[src/rtl/id_ex_stage_hazard.sv]
// rtl/id_ex_stage_hazard.sv - ID/EX pipeline register with load-use hazard detection
// Optional load-use bubble counter enabled by defining HAZ_PERF_CNT_EN.
module id_ex_stage_hazard #(
  parameter int DATA_W = 32,
  parameter int CTRL_W = 6
) (
  input  logic              clk,
  input  logic              rst,
  input  logic              Stall_EXT,
  input  logic              Flush_EX,
  input  logic              Valid_ID,
  input  logic              RegWrite_ID,
  input  logic              MemRead_ID,
  input  logic              MemWrite_ID,
  input  logic [CTRL_W-1:0] Ctrl_ID,
  input  logic              UsesRt_ID,
  input  logic [DATA_W-1:0] ReadData1_ID,
  input  logic [DATA_W-1:0] ReadData2_ID,
  input  logic [DATA_W-1:0] Imm_ID,
  input  logic [DATA_W-1:0] PC4_ID,
  input  logic [4:0]        Rs_ID,
  input  logic [4:0]        Rt_ID,
  input  logic [4:0]        Rd_ID,
  output logic              Valid_EXE,
  output logic              RegWrite_EXE,
  output logic              MemRead_EXE,
  output logic              MemWrite_EXE,
  output logic [CTRL_W-1:0] Ctrl_EXE,
  output logic [DATA_W-1:0] ReadData1_EXE,
  output logic [DATA_W-1:0] ReadData2_EXE,
  output logic [DATA_W-1:0] Imm_EXE,
  output logic [DATA_W-1:0] PC4_EXE,
  output logic [4:0]        Rs_EXE,
  output logic [4:0]        Rt_EXE,
  output logic [4:0]        Rd_EXE,
  output logic              PCWrite,
  output logic              IFIDWrite,
  output logic              Bubble,
  output logic [31:0]       BubbleCount
);

  logic lu;
  logic upd;
  logic take;

  // A load in EXE whose destination is a source of the ID instruction.
  assign lu = Valid_EXE & MemRead_EXE & Valid_ID & (Rt_EXE != 5'd0) &
              ((Rt_EXE == Rs_ID) | (UsesRt_ID & (Rt_EXE == Rt_ID)));

  assign upd       = Flush_EX | ~Stall_EXT;
  assign take      = ~Flush_EX & ~lu & Valid_ID;
  assign Bubble    = ~rst & ~Flush_EX & ~Stall_EXT & lu;
  assign PCWrite   = rst | Flush_EX | (~Stall_EXT & ~lu);
  assign IFIDWrite = PCWrite;

  // Bubbles zero every field so the forwarding unit can never match one.
  always_ff @(posedge clk) begin
    if (rst) begin
      Valid_EXE     <= 1'b0;
      RegWrite_EXE  <= 1'b0;
      MemRead_EXE   <= 1'b0;
      MemWrite_EXE  <= 1'b0;
      Ctrl_EXE      <= '0;
      ReadData1_EXE <= '0;
      ReadData2_EXE <= '0;
      Imm_EXE       <= '0;
      PC4_EXE       <= '0;
      Rs_EXE        <= '0;
      Rt_EXE        <= '0;
      Rd_EXE        <= '0;
    end else if (upd) begin
      Valid_EXE     <= take;
      RegWrite_EXE  <= take & RegWrite_ID;
      MemRead_EXE   <= take & MemRead_ID;
      MemWrite_EXE  <= take & MemWrite_ID;
      Ctrl_EXE      <= take ? Ctrl_ID      : '0;
      ReadData1_EXE <= take ? ReadData1_ID : '0;
      ReadData2_EXE <= take ? ReadData2_ID : '0;
      Imm_EXE       <= take ? Imm_ID       : '0;
      PC4_EXE       <= take ? PC4_ID       : '0;
      Rs_EXE        <= take ? Rs_ID        : '0;
      Rt_EXE        <= take ? Rt_ID        : '0;
      Rd_EXE        <= take ? Rd_ID        : '0;
    end
  end

`ifdef HAZ_PERF_CNT_EN
  logic [31:0] bubble_cnt;

  always_ff @(posedge clk) begin
    if (rst)
      bubble_cnt <= '0;
    else if (Bubble && (bubble_cnt != 32'hFFFF_FFFF))
      bubble_cnt <= bubble_cnt + 32'd1;
  end

  assign BubbleCount = bubble_cnt;
`else
  assign BubbleCount = '0;
`endif

endmodule

[config.mk]
export PLATFORM = sky130hd
export DESIGN_NAME = id_ex_stage_hazard
export DESIGN_NICKNAME = d
export VERILOG_FILES = /design/src/rtl/id_ex_stage_hazard.sv
export SDC_FILE = /design/constraint.sdc
export NUM_CORES = 1
export LEC_CHECK = 0
export ABC_AREA = 1
export BUFFER_PORTS_ARGS = -buffer_cell sky130_fd_sc_hd__clkbuf_2
export CAP_MARGIN = 20
export CELL_PAD_IN_SITES_DETAIL_PLACEMENT = 0
export CELL_PAD_IN_SITES_GLOBAL_PLACEMENT = 2
export CORE_ASPECT_RATIO = 0.75
export CORE_MARGIN = 2
export CORE_UTILIZATION = 24
export CTS_CLUSTER_SIZE = 20
export DETAILED_ROUTE_END_ITERATION = 8
export PLACE_DENSITY = 0.79
export SLEW_MARGIN = 20
export SYNTH_ARGS = -nofsm -noshare
export SYNTH_HDL_FRONTEND = slang
export SYNTH_SLANG_ARGS = --single-unit
[constraint.sdc]
create_clock -name clk -period 1.66 [get_ports clk]
set_clock_uncertainty 0.1 [all_clocks]
set_input_delay 0.166 -clock clk [delete_from_list [all_inputs] [get_ports clk]]
set_output_delay 0.166 -clock clk [all_outputs]
set_load 0.01 [all_outputs]
Word level (Yosys, flattened, before mapping)
Cells that the tools add are included.
{ "word_totals": {"regBits": 153, "input_bits": 158, "word_cells": 45} }
{ "classes": {"n_eq_ne": 2, "n_mux": 8, "bitwise": 22, "reduce_logical": 1} }
{ "ops": {"columns": ["operator", "count"], "rows": [
  ["$mux 32", 4],
  ["$mux 5", 3],
  ["$and 1x1->1", 14],
  ["$eq 5x5->1", 2],
  ["$mux 6", 1],
  ["$reduce_bool 5->1", 1],
  ["$not 1->1", 4],
  ["$or 1x1->1", 4]
]} }

Longest topological paths before layout
Gate-level depths: netlist of run 1.
{ "logic_depth": {"ltp_word": 8, "ltp_mapped": 12, "ltp_nobuf": 9} }

Worst setup path before layout of run 1
OpenSTA, ideal clock, no wires.
{ "synth_timing": {"path_type": "reg2out", "startpoint": "register Rt_EXE[3]", "endpoint": "output PCWrite", "arrival_time_ns": 1.474, "setup_slack_ns": -0.080, "path_stages_with_launch": 13, "path_buffers": 3, "path_cell_list": "dfxtp_1 -> inv_1 -> nand2_1 -> nand2_1 -> nor2_1 -> nand3_1 -> nand2_1 -> nand2_2 -> buf_12 -> buf_12 -> nand2_1 -> nand2_1 -> buf_4"} }
{ "synth_via": {"elab_chain_cells": 7} }
{ "synth_lines": {"columns": ["item", "line_no", "source"], "rows": [
  ["start, declared", "34", "output logic [4:0] Rt_EXE,"],
  ["start signal, assigned", "82", "Rt_EXE <= take ? Rt_ID : '0;"],
  ["$eq 5x5->1", "48", "((Rt_EXE == Rs_ID) | (UsesRt_ID & (Rt_EXE == Rt_ID)));"],
  ["$and 1x1->1", "48", null],
  ["$or 1x1->1", "48", null],
  ["$and 1x1->1 (*)", "47", "assign lu = Valid_EXE & MemRead_EXE & Valid_ID & (Rt_EXE != 5'd0) &"],
  ["$not 1->1 (*)", "53", "assign PCWrite = rst | Flush_EX | (~Stall_EXT & ~lu);"],
  ["$and 1x1->1 (*)", "53", null],
  ["$or 1x1->1 (*)", "53", null],
  ["end, declared", "36", "output logic PCWrite,"]
]} }
Mark *: on every way between the ends. The rest lies on a longest branch, timed or not.

Worst setup path after layout of run 1
{ "layout_timing": {"startpoint": "register Rt_EXE[1]", "endpoint": "output Bubble"} }
{ "layout_via": {"elab_chain_cells": 5} }
{ "layout_lines": {"columns": ["item", "line_no", "source"], "rows": [
  ["$eq 5x5->1", "48", null],
  ["$and 1x1->1", "48", null],
  ["$or 1x1->1", "48", null],
  ["$and 1x1->1 (*)", "47", null],
  ["$and 1x1->1 (*)", "52", "assign Bubble = ~rst & ~Flush_EX & ~Stall_EXT & lu;"],
  ["end, declared", "38", "output logic Bubble,"]
]} }
Marks and branches as above.

==> metrics.md, run 1 <==
| Metric | Value |
|---|---|
| Via density | roughly 4.2 |
| Root buffer cell | clkbuf_16 |
| Placed cell area | between 0.008 and 0.009 mm² |
| Critical Path Max Stage Delay | about 0.36 ns |
| Switching power | 2.16 mW |
| Register area | about 0.0031 mm² |
| Pint | between 6 and 7 mW |
| Fin cells | approximately 1,600 |
| Post-Synthesis Cells | 774 |
| DRT iter0 DRCs | between 200 and 250 |
| DP HPWL | 15,000 µm |
| Comb power frac | 0.121 |
| CTS tree | built |
| Multi-input logic area | between 0.002 and 0.003 mm² |
| Core area | 0.0269 mm² |
| Synth Area in Adders | 0 |
| # port buffers | about 310 |
| Worst min path class | input port to flop |
| Fin crit period | between 1.5 and 2 ns |
| CP endpoint kind | output port |
| Max Slew Vio Count | 0 |
| Max frequency | 529 MHz |
| Overflow left after global routing | 0 |
| Cell Area, Synth | around 0.0065 mm² |
| Post-synthesis sequential area ratio | 0.468 |
| H-tree levels | 4 |
| Initial antenna violation count | 0 |
| XOR/XNOR share of the synthesized area | 0.00134 |
| Routed length per instance | ~14 µm |
| DP Worst Slack | -0.0332 ns |
| FILL cells | roughly 2,800 |
| WHS | approximately 0.029 ns |
| Clock tree buffer depth | 2 |
| Slack of the critical path | -0.230 ns |
| WP buf/inv | 4 |
| Inst Count DP | 1,394 |
| Max FO, Critical Path | 4 |
| Worst skew pair latency | between 0.4 and 0.5 ns |
| Synth Register Bits | about 150 |
| CP Cell Sequence | inv_2, buf_4, nand4_1, nand4_1, inv_2, nand2_8, nor4_4, buf_2 |
| Placer congestion estimate | ~0.72 |
| Layout cell share with drive strength beyond 1 | 0.373 |
| Pleak | around 4.4 nW |
| Required time worst endpoint | roughly 1.4 ns |
| Sw Share | 0.245 |
| Worst-path clk slew | about 0.070 ns |
| First-pass GRT wire length | 35,400 µm |
| Number of max-cap violations | 0 |
| ANT cells | 0 |
| Startpoint types | flop |
| Total number of vias | ~6,700 |
| Router iterations before antenna repair | 6 |
| Initial Util | 0.244 |
| Unrepaired setup endpoints after global routing | true |
| Max stage delay cell, worst path | dfxtp_2 |
| R2R depth | 10 |
| Peak VDD IR | around 660 µV |
| Largest delay share family, worst path | buffers and inverters |
| Synth cell types | 23 |
| Largest net degree at the start of global routing | 68 |
| Crit path depth | 8 |
| Row count | 52 |
| Largest family of logic cells by synthesized area | simple AND/OR/NAND/NOR gates |
| Flop pwr share | 0.430 |
| Post-route antenna net violation count | 0 |
| Final hold viol count | 0 |
| Number of buffers created by CTS | 17 |
| Final Util | 0.387 |
| Vias in the first global route | 6,660 |
| IO Pins | roughly 350 |
| Synth Area in Simple Gates | 0.267 |
| Design area | between 0.01 and 0.015 mm² |
| Crit share post-route | 1.14 |
| Clk sinks | roughly 150 |
| Clock power share | 0.449 |
| Hold path depth | 2 |
| Area delta synth->final | 59.0% |
| Die height | around 150 µm |
| Fin nets | about 1,400 |
| Final setup fails | between 150 and 200 |
| Kind of critical path | flop to output port |
| Pwr/cell area | about 840 mW/mm² |
| Remaining DRCs | 0 |
| Area fraction in compound gates after synthesis | 0.135 |
| Die ar. | roughly 0.029 mm² |
| Crit path arrival time | about 1.6 ns |
| Synth warn | 0 |
| Violated checks | setup timing |
| Mux share of post-synthesis cell area | 0 |
| All-layer global routing usage | 0.154 |
| Routed Wire Length | 22,700 µm |
| Die width | ~190 µm |
| Status | complete, but fails checks |
| Syn Area/Cell | around 8.5 µm² |
[final cells by class]
type	count	share of cell area
tap	351	0.0422
clock buffer	23	0.0459
timing repair buffer	491	0.332
sequential	153	0.296
clock inverter	9	0.0109
multi-input combinational	537	0.268
inverter	15	0.00541
[registers in the layout, indices dropped and copies added (netlist names)]
name,count
Imm_EXE,32
PC4_EXE,32
ReadData2_EXE,32
Rs_EXE,5
ReadData1_EXE,32
RegWrite_EXE,1
Rt_EXE,5
Ctrl_EXE,6
MemWrite_EXE,1
Valid_EXE,1
Rd_EXE,5
MemRead_EXE,1
[final timing paths]
path / start / end / slack [ns]
worst max register to register: Rt_EXE[3] / PC4_EXE[13] / -0.19
worst max-delay path: Rt_EXE[1] / Bubble / -0.23
worst min register to register: ReadData1_EXE[28] / ReadData1_EXE[28] / 0.36
worst min-delay path: rst / Imm_EXE[8] / 0.03
[cell families (layout without fill, tap and decap cells)]
family / after synthesis / in the layout
simple gates: 351 / 351
compound gates: 153 / 153
flops: 153 / 153
buf+inv: 115 / 538
other cells: 1 / 32
xor+xnor: 1 / 1
[per-layer routing]
metal	track usage	vias up	routed length, µm
li1	-	3403	-
met1	0.196	3038	10200
met2	0.248	235	10300
met3	0.0579	16	1900
met4	0.0385	0	242
met5	0	-	0
[metrics by stage]
stage               TNS, ns  power [mW]
CTS                  -22.94        8.96
floorplan                 0        4.30
global placement          0        4.64
global route         -35.08        9.18
detailed placement   -0.806        4.65
finish               -17.91        8.79
[power by group through the flow]
stage / logic [mW] / registers [mW] / clock network [mW]
2_1_floorplan: 0.394 / 3.90 / 0
3_5_place_dp: 0.778 / 3.87 / 0
6_report: 1.06 / 3.78 / 3.95
3_3_place_gp: 0.777 / 3.87 / 0
4_1_cts: 1.07 / 3.78 / 4.11
5_1_grt: 1.16 / 3.79 / 4.23
[Yosys cell counts]
cell type / count / area share
buf_12: 5 / 0.015
clkbuf_1: 25 / 0.014
buf_2: 15 / 0.011
buf_6: 3 / 0.0052
inv_2: 4 / 0.0023
nor2_4: 1 / 0.0017
nand2_2: 1 / 0.00096
nor2_2: 1 / 0.00096
nor2_1: 7 / 0.0040
inv_1: 11 / 0.0063
nand4_1: 2 / 0.0019
nor3b_2: 1 / 0.0019
nand2_1: 183 / 0.10
buf_4: 40 / 0.046
a21oi_1: 122 / 0.093
nor4_4: 1 / 0.0032
nand3_1: 115 / 0.088
conb_1: 1 / 0.00057
xnor2_1: 1 / 0.0013
buf_8: 12 / 0.028
dfxtp_1: 153 / 0.47
nand3_2: 39 / 0.060
a21oi_2: 31 / 0.041
[placed cells by master (no fill, tap or decap), drive strengths merged]
| master | count |
|---|---|
| clkbuf | 334 |
| nand2 | 184 |
| nand3 | 154 |
| dfxtp | 153 |
| a21oi | 153 |
| dlygate4sd3 | 152 |
| conb | 32 |
| buf | 28 |
| inv | 17 |
| nor2 | 9 |
| clkinv | 4 |
| nand4 | 2 |
| bufinv | 2 |
| xnor2 | 1 |
| nor4 | 1 |
| nor3b | 1 |
| clkinvlp | 1 |
[repair_timing]
item | 4_1_cts | 5_1_grt
setup buffers | 1 | 0
gates resized for setup | 5 | 5
endpoints found under the setup margin | 87 | 155
hold buffers | 152 | 0
hold endpoints to repair | 152 | 0
pin swaps | 4 | 3
Note: power is estimated with default switching activity, not from simulation.
==> run 2: changes to the inputs <==
==> constraint.sdc (replaced) <==
create_clock -name clk -period 1.66 [get_ports clk]
set_clock_uncertainty 0.1 [all_clocks]
set_input_delay 0.166 -clock clk [delete_from_list [all_inputs] [get_ports clk]]
set_output_delay 0.166 -clock clk [all_outputs]
set_load 0.05 [all_outputs]
==> metrics.md, run 2 (synthesized netlist as in run 1, its figures left out) <==
| Metric | Value |
|---|---|
| Crit share post-route | 1.19 (was 1.14) |
| Root buffer cell | clkbuf_16 (unchanged) |
| Overflow left after global routing | 0 (unchanged) |
| Worst-path clk slew | 0.06 ns (was 0.07 ns) |
| Peak VDD IR | 681 µV (was 658 µV) |
| Startpoint types | flop (unchanged) |
| DRT iter0 DRCs | 226 (was 220) |
| Total number of vias | 6,813 (was 6,692) |
| Final setup fails | 105 (was 154) |
| Most frequent cells in the layout | clkbuf_2 (309), nand2_1 (179), dlygate4sd3_1 (152), dfxtp_1 (146), a21oi_1 (117) (was clkbuf_2 (311), nand2_1 (181), dlygate4sd3_1 (152), dfxtp_1 (148), a21oi_1 (122)) |
| Max FO, Critical Path | 5 (was 4) |
| M2 GR Usage | 0.253 (was 0.248) |
| M1 GR Usage | 0.194 (was 0.196) |
| Die ar. | 0.0286 mm² (unchanged) |
| Pwr/cell area | 872 mW/mm² (was 845 mW/mm²) |
| Area delta synth->final | 66.9% (was 59.0%) |
| Initial antenna violation count | 0 (unchanged) |
| Pleak | 4.60 nW (was 4.37 nW) |
| Status | complete, but fails checks (unchanged) |
| Max frequency | 506 MHz (was 529 MHz) |
| Number of max-cap violations | 0 (unchanged) |
| Core area | 0.0269 mm² (unchanged) |
| Final Util | 0.407 (was 0.387) |
| Number of buffers created by CTS | 17 (unchanged) |
| ANT cells | 0 (unchanged) |
| Placer congestion estimate | 0.734 (was 0.720) |
| Worst skew pair latency | 0.42 ns (about the same) |
| CP endpoint kind | output port (unchanged) |
| Via density | 4.28 (was 4.24) |
| IO Pins | 346 (unchanged) |
| Die width | 195 µm (unchanged) |
| Slack of the critical path | -0.318 ns (was -0.230 ns) |
| DP HPWL | 14,800 µm (was 15,000 µm) |
| Violated checks | setup timing (unchanged) |
| Max Slew Vio Count | 0 (unchanged) |
| Unrepaired setup endpoints after global routing | true (unchanged) |
| Row count | 52 (unchanged) |
| Remaining DRCs | 0 (unchanged) |
| Router iterations before antenna repair | 4 (was 6) |
| CTS tree | built (unchanged) |
| Most common library cell in the layout ignoring fill and taps | clkbuf_2 (unchanged) |
| Crit path arrival time | 1.71 ns (was 1.62 ns) |
| # port buffers | 313 (unchanged) |
| Fin crit period | 1.98 ns (was 1.89 ns) |
| All-layer global routing usage | 0.155 (was 0.154) |
| Post-route antenna net violation count | 0 (unchanged) |
| Grt peak-use layer | met2 (unchanged) |
| GR Util met3 | 0.0556 (was 0.0579) |
| Required time worst endpoint | 1.39 ns (about the same) |
| Largest net degree at the start of global routing | 79 (was 68) |
| Routed length per instance | 14.8 µm (was 14.4 µm) |
| Layout cell share with drive strength beyond 1 | 0.398 (was 0.373) |
| Final hold viol count | 0 (unchanged) |
| Die height | 147 µm (unchanged) |
| Initial Util | 0.244 (unchanged) |
| Routed Wire Length | 23,600 µm (was 22,700 µm) |
| WHS | 0.0339 ns (was 0.0288 ns) |
| Fin nets | 1,386 (was 1,373) |
| H-tree levels | 4 (unchanged) |
| Worst min path class | input port to flop (unchanged) |
| Vias in the first global route | 6,710 (was 6,660) |
| Clock tree buffer depth | 2 (unchanged) |
| Clk sinks | 153 (unchanged) |
| First-pass GRT wire length | 35,500 µm (was 35,400 µm) |
| Kind of critical path | flop to output port (unchanged) |
## run 2: cell type report
| type | count | area (µm²) |
|---|---|---|
| Sequential cell | 153 | 3080 |
| Clock inverter | 10 | 163 |
| Inverter | 15 | 58.8 |
| Clock buffer | 20 | 478 |
| Fill cell | 2751 | 15900 |
| Timing Repair Buffer | 504 | 3780 |
| Multi-Input combinational cell | 537 | 2920 |
| Tap cell | 351 | 439 |
## run 2: where the power goes
| part | total (mW) | switching (mW) | internal (mW) | leakage, nW |
|---|---|---|---|---|
| Combinational | 1.45 | 0.885 | 0.566 | 3.04 |
| Clock | 4.30 | 1.62 | 2.68 | 0.318 |
| Sequential | 3.78 | 0.0420 | 3.74 | 1.24 |
| Total | 9.53 | 2.55 | 6.99 | 4.60 |
## run 2: worst max-delay path, cell delays in order, from the launching register on
cell	delay [ns]
dfxtp_4	0.38
inv_4	0.04
nand2_1	0.05
nand2_1	0.04
nor2_1	0.12
nand3_1	0.10
nand2_2	0.12
nand2_8	0.07
nor4_4	0.18
buf_12	0.18
## run 2: timing repair
item / 4_1_cts / 5_1_grt
cloned: 1 / 10
buffers inserted: 2 / 2
pin swaps: 0 / 1
hold buffers: 152 / 0
endpoints found under the setup margin: 5 / 155
resized for setup: 6 / 34
endpoints found under the hold margin: 152 / 0
## run 2: through the flow
stage | cells | setup TNS [ns] | instance area, µm² | total power [mW] | worst slack [ns]
after floorplan | 805 | -0.541 | 6690 | 4.65 | -0.320
after global placement | 1394 | -0.345 | 8320 | 5.01 | -0.0289
after detailed placement | 1394 | 0 | 8320 | 5.01 | 0.00295
after CTS | 1579 | -3.81 | 10500 | 9.63 | -0.351
after global routing | 1590 | -24.55 | 10900 | 9.91 | -0.465
final | 1590 | -6.71 | 10900 | 9.53 | -0.318
## run 2: final timing paths
check / endpoint / from / depth (start not counted) / slack [ns]
worst min-delay path: ReadData2_EXE[25] / rst / 2 / 0.03
worst max register to register: ReadData2_EXE[11] / Rt_EXE[0] / 12 / -0.11
worst min register to register: Imm_EXE[28] / Imm_EXE[28] / 2 / 0.36
worst max-delay path: Bubble / Rt_EXE[0] / 9 / -0.32
## run 2: metal layers
layer / vias up / part of all wire
met4: 0 / 0.013
met5: - / 0
met3: 21 / 0.077
met2: 226 / 0.46
met1: 3146 / 0.45
li1: 3420 / -
